## config.mk

```make
export PLATFORM = sky130hd
export DESIGN_NAME = param_seq_det
export DESIGN_NICKNAME = d
export VERILOG_FILES = /design/src/rtl/param_seq_det_pkg.sv /design/src/rtl/sat_counter.sv /design/src/rtl/param_seq_det.sv
export SDC_FILE = /design/constraint.sdc
export NUM_CORES = 1
export LEC_CHECK = 0
export ABC_AREA = 1
export CORE_MARGIN = 2
export CORE_UTILIZATION = 51
export DETAILED_ROUTE_END_ITERATION = 10
export HOLD_SLACK_MARGIN = 0.02
export PLACE_DENSITY = 0.77
export SYNTH_ARGS = -nofsm -noshare
export SYNTH_HDL_FRONTEND = slang
export SYNTH_SLANG_ARGS = --single-unit
```

## constraint.sdc

```tcl
create_clock -name clk -period 2.5 [get_ports clk]
set_clock_uncertainty 0.15 [all_clocks]
set_input_delay 0.75 -clock clk [delete_from_list [all_inputs] [get_ports clk]]
set_output_delay 0.75 -clock clk [all_outputs]
set_load 0.1 [all_outputs]
```

## src/rtl/param_seq_det_pkg.sv

```systemverilog
// rtl/param_seq_det_pkg.sv - shared FSM state encoding and default pattern for param_seq_det
//
// Contents:
//   state_t          - two-state detector FSM encoding (ST_FILL, ST_ARMED)
//   DEFAULT_RST_PAT  - pattern loaded at reset, first-received bit in the MSB
package param_seq_det_pkg;

    typedef logic [0:0] state_t;

    localparam state_t ST_FILL  = 1'b0;
    localparam state_t ST_ARMED = 1'b1;

    localparam logic [5:0] DEFAULT_RST_PAT = 6'b010110;

endpackage

```

## src/rtl/sat_counter.sv

```systemverilog
// rtl/sat_counter.sv - W-bit saturating up-counter with synchronous clear
//
// Ports:
//   clk   - clock, rising edge
//   rst   - asynchronous active-high reset, count -> 0
//   inc   - add one this cycle (ignored once the counter is at all-ones)
//   clr   - synchronous clear; wins over inc
//   count - current count
module sat_counter #(
    parameter int W = 8
) (
    input  logic         clk,
    input  logic         rst,
    input  logic         inc,
    input  logic         clr,
    output logic [W-1:0] count
);

    logic [W-1:0] count_q;
    logic [W-1:0] count_d;

    always_comb begin
        count_d = count_q;
        if (clr) begin
            count_d = '0;
        end else if (inc && (count_q != {W{1'b1}})) begin
            count_d = count_q + W'(1);
        end
    end

    always_ff @(posedge clk or posedge rst) begin
        if (rst) begin
            count_q <= '0;
        end else begin
            count_q <= count_d;
        end
    end

    assign count = count_q;

endmodule

```

## src/rtl/param_seq_det.sv

```systemverilog
// rtl/param_seq_det.sv - programmable masked serial pattern detector with match counter
//
// Ports:
//   clk, rst     - clock (rising edge) and asynchronous active-high reset
//   serial_in    - serial data bit, sampled when in_valid=1
//   in_valid     - qualifies serial_in
//   overlap      - 1: matches may share bits; 0: search restarts after a match
//   pat_load     - one-cycle strobe loading pat_in/mask_in and restarting the search
//   pat_in       - new pattern, first-received bit in the MSB
//   mask_in      - per-bit compare enable (0 = don't care)
//   clr_count    - synchronous clear of match_count
//   serial_out   - one-cycle match pulse, one cycle after the matching bit
//   match_count  - saturating match count
//   armed        - history register holds PAT_W valid bits
module param_seq_det
    import param_seq_det_pkg::*;
#(
    parameter int               PAT_W   = 6,
    parameter logic [PAT_W-1:0] RST_PAT = PAT_W'(DEFAULT_RST_PAT),
    parameter int               CNT_W   = 8
) (
    input  logic             clk,
    input  logic             rst,
    input  logic             serial_in,
    input  logic             in_valid,
    input  logic             overlap,
    input  logic             pat_load,
    input  logic [PAT_W-1:0] pat_in,
    input  logic [PAT_W-1:0] mask_in,
    input  logic             clr_count,
    output logic             serial_out,
    output logic [CNT_W-1:0] match_count,
    output logic             armed
);

    localparam int              FILL_W = $clog2(PAT_W + 1);
    localparam logic [FILL_W-1:0] FULL = FILL_W'(PAT_W);

    logic [PAT_W-1:0]  hist_q, hist_d;
    logic [PAT_W-1:0]  pat_q, pat_d;
    logic [PAT_W-1:0]  mask_q, mask_d;
    logic [FILL_W-1:0] fill_q, fill_d;
    state_t            state_q, state_d;
    logic              serial_out_q, serial_out_d;

    logic [PAT_W-1:0]  hist_shift;
    logic [FILL_W-1:0] fill_inc;
    logic              match;

    always_comb begin
        hist_d     = hist_q;
        pat_d      = pat_q;
        mask_d     = mask_q;
        fill_d     = fill_q;
        match      = 1'b0;
        hist_shift = {hist_q[PAT_W-2:0], serial_in};
        // Fill saturates at PAT_W so an overlapping search stays armed.
        fill_inc   = (fill_q == FULL) ? fill_q : fill_q + FILL_W'(1);

        if (pat_load) begin
            // A bit arriving alongside a load belongs to neither pattern; drop it.
            pat_d  = pat_in;
            mask_d = mask_in;
            fill_d = '0;
        end else if (in_valid) begin
            hist_d = hist_shift;
            match  = (fill_inc == FULL) && (((hist_shift ^ pat_q) & mask_q) == '0);
            fill_d = (match && !overlap) ? '0 : fill_inc;
        end

        state_d      = (fill_d == FULL) ? ST_ARMED : ST_FILL;
        serial_out_d = match;
    end

    always_ff @(posedge clk or posedge rst) begin
        if (rst) begin
            hist_q       <= '0;
            pat_q        <= RST_PAT;
            mask_q       <= '1;
            fill_q       <= '0;
            state_q      <= ST_FILL;
            serial_out_q <= 1'b0;
        end else begin
            hist_q       <= hist_d;
            pat_q        <= pat_d;
            mask_q       <= mask_d;
            fill_q       <= fill_d;
            state_q      <= state_d;
            serial_out_q <= serial_out_d;
        end
    end

    sat_counter #(
        .W(CNT_W)
    ) u_match_cnt (
        .clk  (clk),
        .rst  (rst),
        .inc  (match),
        .clr  (clr_count),
        .count(match_count)
    );

    assign serial_out = serial_out_q;
    assign armed      = (state_q == ST_ARMED);

endmodule

```

=== Word level (Yosys, flattened, before mapping) ===
Index checks and enable logic that the tools add are counted.

* Bits in registers: 30
* Input bits: 19
* Logic and storage cells: 32

* Add/subtract/negate cells: 2
* Equal/unequal tests: 4
* Mux-type cells: 9
* Bitwise operators: 3
* Reduce and logical (&&, ||, !) cells: 7

{| class="wikitable"
|+ Operators with widths
! cell !! count
|-
| $mux W8 || 2
|-
| $mux W3 || 4
|-
| $eq A3 B3 Y1 const B || 3
|-
| $add A8 B1 Y8 const B || 1
|-
| $ne A8 B8 Y1 const B || 1
|-
| $and A6 B6 Y6 || 1
|-
| $logic_not A6 Y1 || 1
|-
| $xor A6 B6 Y6 || 1
|-
| $add A3 B1 Y3 const B || 1
|-
| $logic_and A1 B1 Y1 || 3
|-
| $mux W1 || 3
|-
| $reduce_and A2 Y1 || 1
|-
| $reduce_bool A2 Y1 || 1
|-
| $logic_not A1 Y1 || 1
|-
| $not A1 Y1 || 1
|}

=== Logic depth before layout (Yosys ltp) ===
* Depth after elaboration: 10
* Depth in mapped cells: 12

=== Cells and area by module ===
From an unflattened synthesis, not the netlist that was laid out.

* Cells, all modules: 210
* Area, all modules: 1,611.5 um^2

{| class="wikitable"
|+ Modules (own cells, without submodules)
! module !! times used !! cells an instance !! area each (um^2) !! sequential area each (um^2)
|-
| param_seq_det || 1 || 141 || 1,104.8 || 561.8
|-
| sat_counter || 1 || 69 || 506.7 || 200.2
|}

=== Worst setup path after synthesis ===
Ideal clock, no wire load.

* Path type: reg-to-reg
* Start point: register u_match_cnt.count_q[0] (netlist: u_match_cnt.count[0])
* End point: register u_match_cnt.count_q[2] (netlist: u_match_cnt.count[2])
* Setup time: 0.069 ns
* Data arrival time: 2.099 ns
* Required time: 2.281 ns
* Slack: 0.182 ns
* Stages on the path, launching flop included: 8
* Path through: dfrtp_1 -> ha_1 -> nand3_1 -> nor2_1 -> nand3_2 -> nand2_4 -> nand3_1 -> nand2_1

* Cells in the longest elaborated chain, start to end: 3
* Elaborated cells on any way between the ends: 6

{| class="wikitable"
|+ Ends and longest elaborated chain
! item !! line !! RTL
|-
| start: declaration || sat_counter.sv:19 || <nowiki>logic [W-1:0] count_q;</nowiki>
|-
| start signal: assignment || sat_counter.sv:35 || <nowiki>count_q <= count_d;</nowiki>
|-
| $add A8 B1 Y8 / $ne A8 B8 Y1 (equally long branches) || sat_counter.sv:27, sat_counter.sv:26 ||
|-
| $mux W8 / $logic_and A1 B1 Y1 (equally long branches) || sat_counter.sv:26 || <nowiki>end else if (inc && (count_q != {W{1'b1}})) begin</nowiki>
|-
| $mux W8 / $reduce_bool A2 Y1 (equally long branches) || n/a ||
|}

Parallel ways exist; a longest one is shown, timed or not. The select of a mux whose other input is x is not followed.
A chain may end at the register's enable or synchronous reset.

=== Worst setup path in the final report ===
* Start point: input port serial_in
* End point: register u_match_cnt.count_q[6] (netlist: u_match_cnt.count[6])

* Cells in the longest elaborated chain, start to end: 8

{| class="wikitable"
|+ Ends and longest elaborated chain
! item !! line !! RTL
|-
| start: declaration || param_seq_det.sv:24 || <nowiki>input logic serial_in,</nowiki>
|-
| $xor A6 B6 Y6 || param_seq_det.sv:67 || <nowiki>match = (fill_inc == FULL) && (((hist_shift ^ pat_q) & mask_q) == '0);</nowiki>
|-
| $and A6 B6 Y6 || param_seq_det.sv:67 ||
|-
| $logic_not A6 Y1 || param_seq_det.sv:67 ||
|-
| $logic_and A1 B1 Y1 || param_seq_det.sv:67 ||
|-
| $mux W1 || param_seq_det.sv:65 || <nowiki>end else if (in_valid) begin</nowiki>
|-
| $mux W1 || param_seq_det.sv:60 || <nowiki>if (pat_load) begin</nowiki>
|-
| net match || param_seq_det.sv:48 || <nowiki>logic match;</nowiki>
|-
| $logic_and A1 B1 Y1 || sat_counter.sv:26 ||
|-
| $reduce_bool A2 Y1 (no line) || n/a ||
|}

The timed path passes the listed nets, and every way through them passes these cells.

==> results.py <==
metrics = {
    "worst_setup_path": {
        "path_class": "in2reg",
        "path_delay_family": "simple AND/OR/NAND/NOR gates",
        "critPathMaxStageDelay_ps": 470,
        "startpoint": "serial_in",
        "r2r_end": "u_match_cnt.count[6]$_DFFE_PP0P_",
        "reg2reg_slack_ps": 550,
        "path_buf_inv": 1,
        "critPathLaunchType": "input pin",
        "required_ps": 2560,
        "end_kind": "flip-flop",
        "endpoint": "u_match_cnt.count[6]$_DFFE_PP0P_",
        "cp_cell_sequence": "clkdlybuf4s50_1 -> nand2_1 -> nand3_1 -> nand2_1 -> nor2_8 -> nand3_4 -> nor2_8 -> nand2_4 -> nand3_1 -> nand2_1",
        "worstRegToRegCells": 12,
        "worst-path-stages": 10,
        "crit_top_cell": "nand2_1",
        "r2r_start": "fill_q[0]$_DFF_PP0_",
        "critical-path-slowest-cell": "clkdlybuf4s50_1",
        "path_max_fanout": 10,
        "arrival_ps": 2120,
    },
    "timing": {
        "post-route-min-period_ps": 2060,
        "slew_violations": 0,
        "max_freq_ghz": 0.485,
        "fin_crit_sh_pct": 82.5,
        "max_slew_margin_pct": 72.0,
        "hold_viol": 0,
        "max_slew.worst_pin.slew_ps": 419,
        "setup_tns_ps": 0,
        "finalSetupViolCount": 0,
        "rsz0062_at_grt": "no",
    },
    "global_routing": {
        "grt_pass1_vias": 1230,
        "grt_pass1_wl_mm": 5.20,
        "grt_max_degree": 31,
        "grt_overflow_total": 0,
        "track_usage_pct": 20.0,
        "antenna_found_initial": 0,
    },
    "cts": {
        "clock_sinks": 30,
        "cts_buffers": 5,
        "cts_resized": 0,
        "clk_latency_ps": 320,
        "cts_tree": "done",
        "postCtsSetupBuffers": 0,
        "clockRootBuffer": "clkbuf_4",
        "h-tree-depth": 2,
        "cts_buffer_depth": 2,
        "postCtsHoldBufs": 0,
        "clk_pin_slew_ps": 90,
    },
    "routing": {
        "wl_per_cell_um": 11.3,
        "drc": 0,
        "initialDrtViolationCount": 47,
        "final_antenna_net_count": 0,
        "drt_pass1_iterations": 4,
        "wirelength_mm": 3.00,
        "num_vias": 1319,
        "avgViaCountPerCell": 4.98,
    },
    "place": {
        "port_buffers": 28,
        "place.gp.congestion": 0.859,
        "dp.cells": 257,
        "dpl.hpwl_mm": 2.25,
    },
    "floorplanning": {
        "io_pins": 29,
        "core_um2": 3000,
        "start_util_pct": 53.0,
        "fp-row-count": 20,
        "die_area_um2": 3590,
        "dieHeight_um": 59.9,
        "die_x_um": 59.9,
    },
    "hold_path": {
        "worstHoldPathCells": 2,
        "hold_class": "reg2reg",
    },
    "synthesis": {
        "synth-seq-cells": 30,
        "ys_types": 23,
        "synth_top_area_share_pct": 33.0,
        "syn_area_um2": 1590,
        "async_reset_ff_share_pct": 100,
        "yosys.area.top_type": "dfrtp_1",
        "ys.flop_type": "dfrtp_1",
        "synth_area_per_cell_um2": 8.09,
        "synth_nets": 219,
        "synth_area_leaders": "dfrtp_1 33%, nand2_1 16%, dfstp_2 15%",
        "syn_inst": 197,
        "synth-edff-count": 0,
        "yosysWarnings": 0,
        "ys_seq_area_share_pct": 47.8,
    },
    "power_and_ir_drop": {
        "ir_drop_v": 0.000396,
        "p_leak_nw": 1.06,
        "pwr_density_cell_nw_per_um2": 509,
    },
    "finish": {
        "antenna_cells": 0,
        "fill_cells": 256,
        "nNetsFinal": 253,
        "syn2layout_area_growth_pct": 25.1,
        "drive_above_1_share_pct": 19.0,
        "fin_cells": 265,
    },
    "run": {
        "drv_cap": 0,
    },
    "run_status": {
        "status": "finished, final reports clean",
    },
}
placed cells by master (no fill, tap or decap), types with 9 or more instances in the layout:
cell,n
clkdlybuf4s50_1,18
nand2_1,67
dfstp_2,9
o21ai_0,11
buf_4,10
inv_1,23
nand4_1,9
dfrtp_1,21
nand3_1,19
power by group:
| part | leakage [nW] | internal, mW | total [mW] | switching, mW |
|---|---|---|---|---|
| combinational | 0.649 | 0.0719 | 0.173 | 0.101 |
| sequential | 0.375 | 0.530 | 0.554 | 0.0245 |
| clock | 0.0353 | 0.136 | 0.287 | 0.151 |
| total | 1.06 | 0.738 | 1.01 | 0.277 |
cells by family (layout without fill, tap and decap cells):
logic type,Yosys count,in the layout,synth area share [%]
AND/OR/NAND/NOR,112,112,34.4
buffers and inverters,31,66,7.38
flip-flops,30,30,47.8
AO/OA/AOI/OAI,15,15,4.71
XOR/XNOR,6,6,3.30
adder cells (fa/ha/maj),3,3,2.36
state kept, by name, indices dropped and copies added, names as in the netlist:
register and cells:
pat_q 6, armed 1, mask_q 6, hist_q 5, fill_q 3, serial_out 1
u_match_cnt.count 8
routing by layer:
layer  vias to the layer above  GRT usage [%]  share of wire, %
li1                        690              -                 -
met1                       600           24.7                44
met2                        22           31.7                51
met3                         7           6.06               3.4
met4                         0           9.52               2.1
met5                         -              0                 0
final cells by class:
class / instances / area (µm²) / area share [%]
clock inverters: 1 / 5.00 / 0.251
flip-flops and latches: 30 / 762 / 38.2
well taps: 33 / 41.3 / 2.07
clock buffers: 7 / 55.1 / 2.76
multi-input cells: 136 / 713 / 35.8
repair buffers: 31 / 315 / 15.8
inverters: 27 / 101 / 5.08
worst register-to-register path, cell delays in order (launching register included):
cell and delay, ps:
dfrtp_1 400, inv_1 80, ha_1 300, inv_2 50, nand2_1 60, nand2_1 80
nand2_2 70, nor2_4 120, nand3_4 110, nor2_8 170, nand2_4 100, nand3_1 80
nand2_1 70
synthesized netlist by cell type, types with 2 or more instances:
| library cell | n |
|---|---|
| nand2_2 | 3 |
| xor2_1 | 5 |
| nor2_8 | 2 |
| o21ai_0 | 11 |
| clkbuf_1 | 3 |
| inv_2 | 4 |
| nand2_1 | 67 |
| nor2_1 | 5 |
| a21oi_1 | 4 |
| dfrtp_1 | 21 |
| ha_1 | 3 |
| inv_1 | 23 |
| nand3_1 | 19 |
| nand4_1 | 9 |
| dfstp_2 | 9 |
| nor2_2 | 2 |
stage by stage:
stage | hold slack (ps) | area (µm²) | utilization (%) | worst slack (ps) | total power [mW]
6_report | 317 | 1990 | 66.4 | 437 | 1.01
5_1_grt | 339 | 1990 | 66.4 | 301 | 1.08
4_1_cts | 320 | 1990 | 66.4 | 454 | 1.03
3_5_place_dp | 307 | 1930 | 64.4 | 101 | 0.736
3_3_place_gp | 305 | 1930 | 64.4 | 142 | 0.728
2_1_floorplan | 292 | 1590 | - | 182 | 0.676
worst min path at each step:
stage	startpoint	endpoint	slack [ps]
after floorplan	mask_q[0]$_DFFE_PP1P_	mask_q[0]$_DFFE_PP1P_	290
after global placement	mask_q[3]$_DFFE_PP1P_	mask_q[3]$_DFFE_PP1P_	310
after detailed placement	mask_q[5]$_DFFE_PP1P_	mask_q[5]$_DFFE_PP1P_	310
after CTS	mask_q[1]$_DFFE_PP1P_	mask_q[1]$_DFFE_PP1P_	320
after global routing	mask_q[5]$_DFFE_PP1P_	mask_q[5]$_DFFE_PP1P_	340
final	mask_q[5]$_DFFE_PP1P_	mask_q[5]$_DFFE_PP1P_	320
Power figures use the tool's default switching activity.
